File: config.mk
export PLATFORM = sky130hd
export DESIGN_NAME = alu_sequencer_flat
export DESIGN_NICKNAME = d
export VERILOG_FILES = /design/src/rtl/alu_sequencer_if.sv /design/src/rtl/alu_sequencer.sv /design/src/flat_wrapper.sv
export SDC_FILE = /design/constraint.sdc
export NUM_CORES = 1
export LEC_CHECK = 0
export ABC_AREA = 1
export BUFFER_PORTS_ARGS = -buffer_cell sky130_fd_sc_hd__buf_4
export CAP_MARGIN = 20
export CELL_PAD_IN_SITES_DETAIL_PLACEMENT = 1
export CELL_PAD_IN_SITES_GLOBAL_PLACEMENT = 1
export CORE_MARGIN = 3
export CORE_UTILIZATION = 25
export CTS_BUF_LIST = sky130_fd_sc_hd__clkbuf_2
export DETAILED_ROUTE_END_ITERATION = 7
export PLACE_DENSITY_LB_ADDON = 0.1
export RECOVER_POWER = 50
export SLEW_MARGIN = 5
export SYNTH_ARGS = -nofsm -noshare
export SYNTH_HDL_FRONTEND = slang
export SYNTH_SLANG_ARGS = --single-unit
File: constraint.sdc
create_clock -name Clock -period 1.8 [get_ports Clock]
set_clock_uncertainty 0.15 [all_clocks]
set_input_delay 0.27 -clock Clock [delete_from_list [all_inputs] [get_ports Clock]]
set_output_delay 0.27 -clock Clock [all_outputs]
set_load 0.005 [all_outputs]
File: src/rtl/alu_sequencer_if.sv
// Bundle between the instruction source, the accumulator ALU, the 8x8 multiplier
// and the ALU sequencer. The slave modport is the sequencer's view.
interface alu_sequencer_if #(
    parameter int unsigned CNT_W = 8
);
    logic             InstrValid;
    logic             InstrReady;
    logic [2:0]       Opcode;
    logic [15:0]      InstrData;
    logic [15:0]      DataInput;
    logic [15:0]      AC_Out;
    logic [15:0]      AluOut;
    logic             Reset_AC;
    logic             ShiftRight_AC;
    logic             Add_Input_AC;
    logic             Increment_AC;
    logic             Swaprightleft_AC;
    logic             Complement_AC;
    logic             Multiply_AC;
    logic             MulDone;
    logic [15:0]      Product;
    logic             Done;
    logic             Error;
    logic [CNT_W-1:0] InstrCount;

    modport master (
        output InstrValid, Opcode, InstrData, AluOut, MulDone, Product,
        input  InstrReady, DataInput, AC_Out, Reset_AC, ShiftRight_AC, Add_Input_AC,
               Increment_AC, Swaprightleft_AC, Complement_AC, Multiply_AC, Done, Error,
               InstrCount
    );

    modport slave (
        input  InstrValid, Opcode, InstrData, AluOut, MulDone, Product,
        output InstrReady, DataInput, AC_Out, Reset_AC, ShiftRight_AC, Add_Input_AC,
               Increment_AC, Swaprightleft_AC, Complement_AC, Multiply_AC, Done, Error,
               InstrCount
    );
endinterface

File: src/rtl/alu_sequencer.sv
// Instruction sequencer for the 16-bit accumulator ALU: accepts opcode/operand pairs,
// drives one-hot ALU strobes, owns the accumulator and waits on the multiplier.
module alu_sequencer #(
    parameter int unsigned MUL_TIMEOUT = 32,
    parameter int unsigned CNT_W       = 8
) (
    input logic            Clock,
    input logic            ResetN,
    alu_sequencer_if.slave bus
);

    localparam logic [2:0] OpMul       = 3'b110;
    localparam logic [2:0] OpIllegal   = 3'b111;
    localparam logic [7:0] TimeoutLast = 8'(MUL_TIMEOUT - 1);

    typedef enum logic [1:0] {StIdle, StExec, StMulWait} state_e;

    state_e           state_q;
    logic [2:0]       op_q;
    logic [15:0]      data_q;
    logic [15:0]      ac_q;
    logic [6:0]       strobe_q;
    logic             ready_q;
    logic             done_q;
    logic             error_q;
    logic [CNT_W-1:0] count_q;
    logic [7:0]       tmo_q;

    // Strobe bit i corresponds to opcode i; the illegal opcode selects no ALU function.
    function automatic logic [6:0] decode(input logic [2:0] op);
        if (op == OpIllegal) begin
            return 7'b0000000;
        end
        return 7'b0000001 << op;
    endfunction

    always_ff @(posedge Clock or negedge ResetN) begin
        if (!ResetN) begin
            state_q  <= StIdle;
            op_q     <= 3'b000;
            data_q   <= 16'h0000;
            ac_q     <= 16'h0000;
            strobe_q <= 7'b0000000;
            ready_q  <= 1'b1;
            done_q   <= 1'b0;
            error_q  <= 1'b0;
            count_q  <= '0;
            tmo_q    <= 8'd0;
        end else begin
            done_q <= 1'b0;
            unique case (state_q)
                StIdle: begin
                    if (bus.InstrValid && ready_q) begin
                        op_q     <= bus.Opcode;
                        data_q   <= bus.InstrData;
                        strobe_q <= decode(bus.Opcode);
                        ready_q  <= 1'b0;
                        state_q  <= StExec;
                    end
                end
                StExec: begin
                    if (op_q == OpMul) begin
                        tmo_q   <= 8'd0;
                        state_q <= StMulWait;
                    end else begin
                        ac_q     <= (op_q == OpIllegal) ? 16'h0000 : bus.AluOut;
                        strobe_q <= 7'b0000000;
                        done_q   <= 1'b1;
                        count_q  <= count_q + CNT_W'(1);
                        ready_q  <= 1'b1;
                        state_q  <= StIdle;
                    end
                end
                StMulWait: begin
                    tmo_q <= tmo_q + 8'd1;
                    // A result arriving on the timeout cycle still counts as success.
                    if (bus.MulDone || (tmo_q == TimeoutLast)) begin
                        if (bus.MulDone) begin
                            ac_q <= bus.Product;
                        end else begin
                            error_q <= 1'b1;
                        end
                        strobe_q <= 7'b0000000;
                        done_q   <= 1'b1;
                        count_q  <= count_q + CNT_W'(1);
                        ready_q  <= 1'b1;
                        state_q  <= StIdle;
                    end
                end
                default: begin
                    state_q <= StIdle;
                end
            endcase
        end
    end

    assign bus.InstrReady = ready_q;
    assign bus.DataInput  = data_q;
    assign bus.AC_Out     = ac_q;
    assign bus.Done       = done_q;
    assign bus.Error      = error_q;
    assign bus.InstrCount = count_q;
    assign {bus.Multiply_AC, bus.Complement_AC, bus.Swaprightleft_AC, bus.Increment_AC,
            bus.Add_Input_AC, bus.ShiftRight_AC, bus.Reset_AC} = strobe_q;

endmodule
File: src/flat_wrapper.sv
// flat-port wrapper written by rule: the top's interface ports become plain ports
module alu_sequencer_flat 
#(
    parameter int unsigned MUL_TIMEOUT = 32,
    parameter int unsigned CNT_W       = 8
)
  (Clock, ResetN, bus_InstrValid, bus_Opcode, bus_InstrData, bus_AluOut, bus_MulDone, bus_Product, bus_InstrReady, bus_DataInput, bus_AC_Out, bus_Reset_AC, bus_ShiftRight_AC, bus_Add_Input_AC, bus_Increment_AC, bus_Swaprightleft_AC, bus_Complement_AC, bus_Multiply_AC, bus_Done, bus_Error, bus_InstrCount);
  alu_sequencer_if #(.CNT_W(CNT_W)) bus_i ();
  input logic Clock;
  input logic ResetN;
  input wire logic [$bits(bus_i.InstrValid)-1:0] bus_InstrValid;
  input wire logic [$bits(bus_i.Opcode)-1:0] bus_Opcode;
  input wire logic [$bits(bus_i.InstrData)-1:0] bus_InstrData;
  input wire logic [$bits(bus_i.AluOut)-1:0] bus_AluOut;
  input wire logic [$bits(bus_i.MulDone)-1:0] bus_MulDone;
  input wire logic [$bits(bus_i.Product)-1:0] bus_Product;
  output wire logic [$bits(bus_i.InstrReady)-1:0] bus_InstrReady;
  output wire logic [$bits(bus_i.DataInput)-1:0] bus_DataInput;
  output wire logic [$bits(bus_i.AC_Out)-1:0] bus_AC_Out;
  output wire logic [$bits(bus_i.Reset_AC)-1:0] bus_Reset_AC;
  output wire logic [$bits(bus_i.ShiftRight_AC)-1:0] bus_ShiftRight_AC;
  output wire logic [$bits(bus_i.Add_Input_AC)-1:0] bus_Add_Input_AC;
  output wire logic [$bits(bus_i.Increment_AC)-1:0] bus_Increment_AC;
  output wire logic [$bits(bus_i.Swaprightleft_AC)-1:0] bus_Swaprightleft_AC;
  output wire logic [$bits(bus_i.Complement_AC)-1:0] bus_Complement_AC;
  output wire logic [$bits(bus_i.Multiply_AC)-1:0] bus_Multiply_AC;
  output wire logic [$bits(bus_i.Done)-1:0] bus_Done;
  output wire logic [$bits(bus_i.Error)-1:0] bus_Error;
  output wire logic [$bits(bus_i.InstrCount)-1:0] bus_InstrCount;
  assign bus_i.InstrValid = bus_InstrValid;
  assign bus_i.Opcode = bus_Opcode;
  assign bus_i.InstrData = bus_InstrData;
  assign bus_i.AluOut = bus_AluOut;
  assign bus_i.MulDone = bus_MulDone;
  assign bus_i.Product = bus_Product;
  assign bus_InstrReady = bus_i.InstrReady;
  assign bus_DataInput = bus_i.DataInput;
  assign bus_AC_Out = bus_i.AC_Out;
  assign bus_Reset_AC = bus_i.Reset_AC;
  assign bus_ShiftRight_AC = bus_i.ShiftRight_AC;
  assign bus_Add_Input_AC = bus_i.Add_Input_AC;
  assign bus_Increment_AC = bus_i.Increment_AC;
  assign bus_Swaprightleft_AC = bus_i.Swaprightleft_AC;
  assign bus_Complement_AC = bus_i.Complement_AC;
  assign bus_Multiply_AC = bus_i.Multiply_AC;
  assign bus_Done = bus_i.Done;
  assign bus_Error = bus_i.Error;
  assign bus_InstrCount = bus_i.InstrCount;
  alu_sequencer #(.MUL_TIMEOUT(MUL_TIMEOUT), .CNT_W(CNT_W)) u_core (.Clock(Clock), .ResetN(ResetN), .bus(bus_i));
endmodule
==> impl_metrics.toml <==
[status]
status = "complete, no violations"

[yosys]
netlist_instances = 369
synth_top_area_share_pct = 49.03
yosys-top-cells-area = "dfrtp_1, nand2_1, mux2_1"
synth_top_area_cell = "dfrtp_1"
ys_types = 29
synth_nets = 430
seq_area_frac_synth_pct = 49.86
synth.cell_area_um2 = 3164
synth_seq_cells = 63
ys_warn_count = 0
syn_avg_cell_area_um2 = 8.575

[grt]
antenna_found_initial = 0
grtUsageTotal_pct = 14.49
grt_remaining_overflow = 0
grt_pass1_wl_um = 16580
grt_max_degree = 33
grt_pass1_vias = 3267

[die]
die_h_um = 118.5
dieArea_um2 = 14040
coreArea_um2 = 12210
io-pin-count = 105
die_x_um = 118.5
num_rows = 40
initial_utilization_pct = 25.91

[placement]
post-place-ws_ps = -104.3
gp_congestion = 0.7716
numPortBuffers = 104
hpwl_um = 6658

[setup_path]
startpoint_type = "flip-flop"
end_kind = "flip-flop"
arrival_ps = 1940
crit_fanout = 22
critPathRequiredTime_ps = 2030
critPathKind = "reg -> reg"

[clocking]
root_buffer = "clkbuf_2"
clkTransAtPathRegs_ps = 200
numCtsBuffers = 9
clock_sinks = 63
clock_latency_ps = 500
cts_tree = "done"
cts_buffer_depth = 2
cts_htree_levels = 3

[routing]
firstDrtPassIters = 4
vias = 3146
finalWirelength_um = 10130
drcViolationCount = 0
ant_nets = 0
drt_iter0_markers = 124
viasPerCell = 4.345
routedWlPerCell_um = 14.00

[finish]
drive_gt1_share_pct = 30.40
seq_area_um2 = 1578
layout_common_cells = "nand2_1, buf_4, dfrtp_1, dlygate4sd3_1, inv_1"
area_delta_synth_final_pct = 58.32
nFillCells = 1479
final_util_pct = 41.02
multiInputGateArea_um2 = 1441
final_common_cell = "nand2_1"
num_antenna_cells = 0
final_nets = 612

[timing]
setup_viol = 0
drv_slew = 0
timing.hold.ws_ps = 122.9
fmax_mhz = 584.0
finalHoldViolCount = 0
min_period_ps = 1712
worstMarginPinSlew_ps = 887.7
relSlewSlack_pct = 40.82
finalWorstSetupSlack_ps = 87.82
post-route-period-util_pct = 95.12

[power]
powerDensity_nw_per_um2 = 1239
leakage_nw = 2.559
p_total_mw = 6.207
vdd_drop_max_mv = 0.4959

[job]
drv_cap = 0

[worst_hold_path]
hold_path_class = "in -> reg"
==> flip-flops by register name, summed over array words and instances (netlist names) <==
signal / flops
u_core.bus.DataInput: 16
u_core.tmo_q: 8
u_core.bus.InstrCount: 8
u_core.bus.AC_Out: 16
u_core.op_q: 3
u_core.bus.Done: 1
u_core.strobe_q: 7
u_core.bus.InstrReady: 1
u_core.bus.Error: 1
u_core.state_q: 2
==> power by group <==
part           leakage (nW)  switching (mW)  internal (mW)
clock network        0.0705           0.544          0.311
logic                  1.69            1.48           1.52
registers             0.797           0.379           1.98
==> cells in the mapped netlist <==
cell type	count
o21ai_0	22
mux2_1	10
xor2_1	2
a21oi_1	6
nor2_2	1
dfstp_2	1
xnor2_1	1
o21bai_1	1
clkbuf_1	2
inv_4	2
nand2_4	2
dfrtp_1	62
inv_1	26
inv_2	5
nand3_4	2
buf_2	5
nand3_1	21
nor2_4	2
buf_4	2
nor2_1	15
buf_8	1
o21ai_1	18
buf_6	2
ha_1	6
nand2_1	128
mux2_2	6
nand4_1	16
nor3_1	1
nand2_8	1
==> critical path, cell delays in order (launching register included) <==
cell	delay, ps
dfrtp_1	490
inv_2	110
ha_2	210
nand3_1	120
buf_12	180
mux2_1	320
==> cell families (layout without fill, tap and decap cells) <==
| group | after synthesis | count (layout) | share of synthesized area (%) |
|---|---|---|---|
| XOR/XNOR | 3 | 3 | 0.8305 |
| adder cells (fa/ha/maj) | 6 | 6 | 2.372 |
| AO/OA/AOI/OAI | 47 | 47 | 7.513 |
| buffers and inverters | 45 | 231 | 6.761 |
| flip-flops | 63 | 63 | 49.86 |
| AND/OR/NAND/NOR | 189 | 190 | 26.97 |
| multiplexers | 16 | 16 | 5.694 |
==> routing by layer <==
metal  vias to the layer above  track usage [%]  wire [um]
met5                         -                0          0
met4                         0            3.765        137
met3                        11            3.445        381
met2                        69            25.29       5053
met1                      1504            17.97       4560
li1                       1562                -          -
==> path summary, 6_finish.rpt <==
path                       cells after the start  slack [ps]                                    to                            from
max                                            5          90  u_core.bus.DataInput[12]$_DFFE_PN0P_   u_core.state_q[0]$_DFFE_PN0P_
min                                            5         120     u_core.bus.InstrReady$_DFFE_PN1P_                  bus_InstrValid
max reg2reg                                    5          90  u_core.bus.DataInput[12]$_DFFE_PN0P_   u_core.state_q[0]$_DFFE_PN0P_
min reg2reg                                    2         350        u_core.strobe_q[2]$_DFFE_PN0P_  u_core.strobe_q[2]$_DFFE_PN0P_
max in group asynchronous                      3         290           u_core.tmo_q[1]$_DFFE_PN0P_                          ResetN
min in group asynchronous                      2         240     u_core.bus.AC_Out[10]$_DFFE_PN0P_                          ResetN
==> final cells by class <==
| type | count | share of cell area (%) |
|---|---|---|
| clock buffer | 10 | 0.9990 |
| clock inverter | 6 | 1.049 |
| timing repair buffer | 182 | 30.82 |
| inverter | 33 | 2.672 |
| tap | 168 | 4.196 |
| multi-input combinational | 262 | 28.77 |
| sequential | 63 | 31.49 |
==> what timing repair did <==
| item | 4_1_cts | 5_1_grt |
|---|---|---|
| pin swaps | 2 | 4 |
| cloned | 0 | 1 |
| gates resized for setup | 3 | 14 |
| endpoints found under the hold margin | 105 | 0 |
| hold buffers | 53 | 0 |
| setup endpoints to repair | 32 | 30 |
| setup buffers | 1 | 8 |
==> through the flow <==
stage	cells	setup TNS, ps	cell area [um2]
2_1_floorplan	369	0	3164
3_3_place_gp	645	-60.36	4240
5_1_grt	724	-26.72	5010
3_5_place_dp	645	-1461	4240
6_report	724	0	5010
4_1_cts	715	0	4895
(Power assumes the default switching activity.)
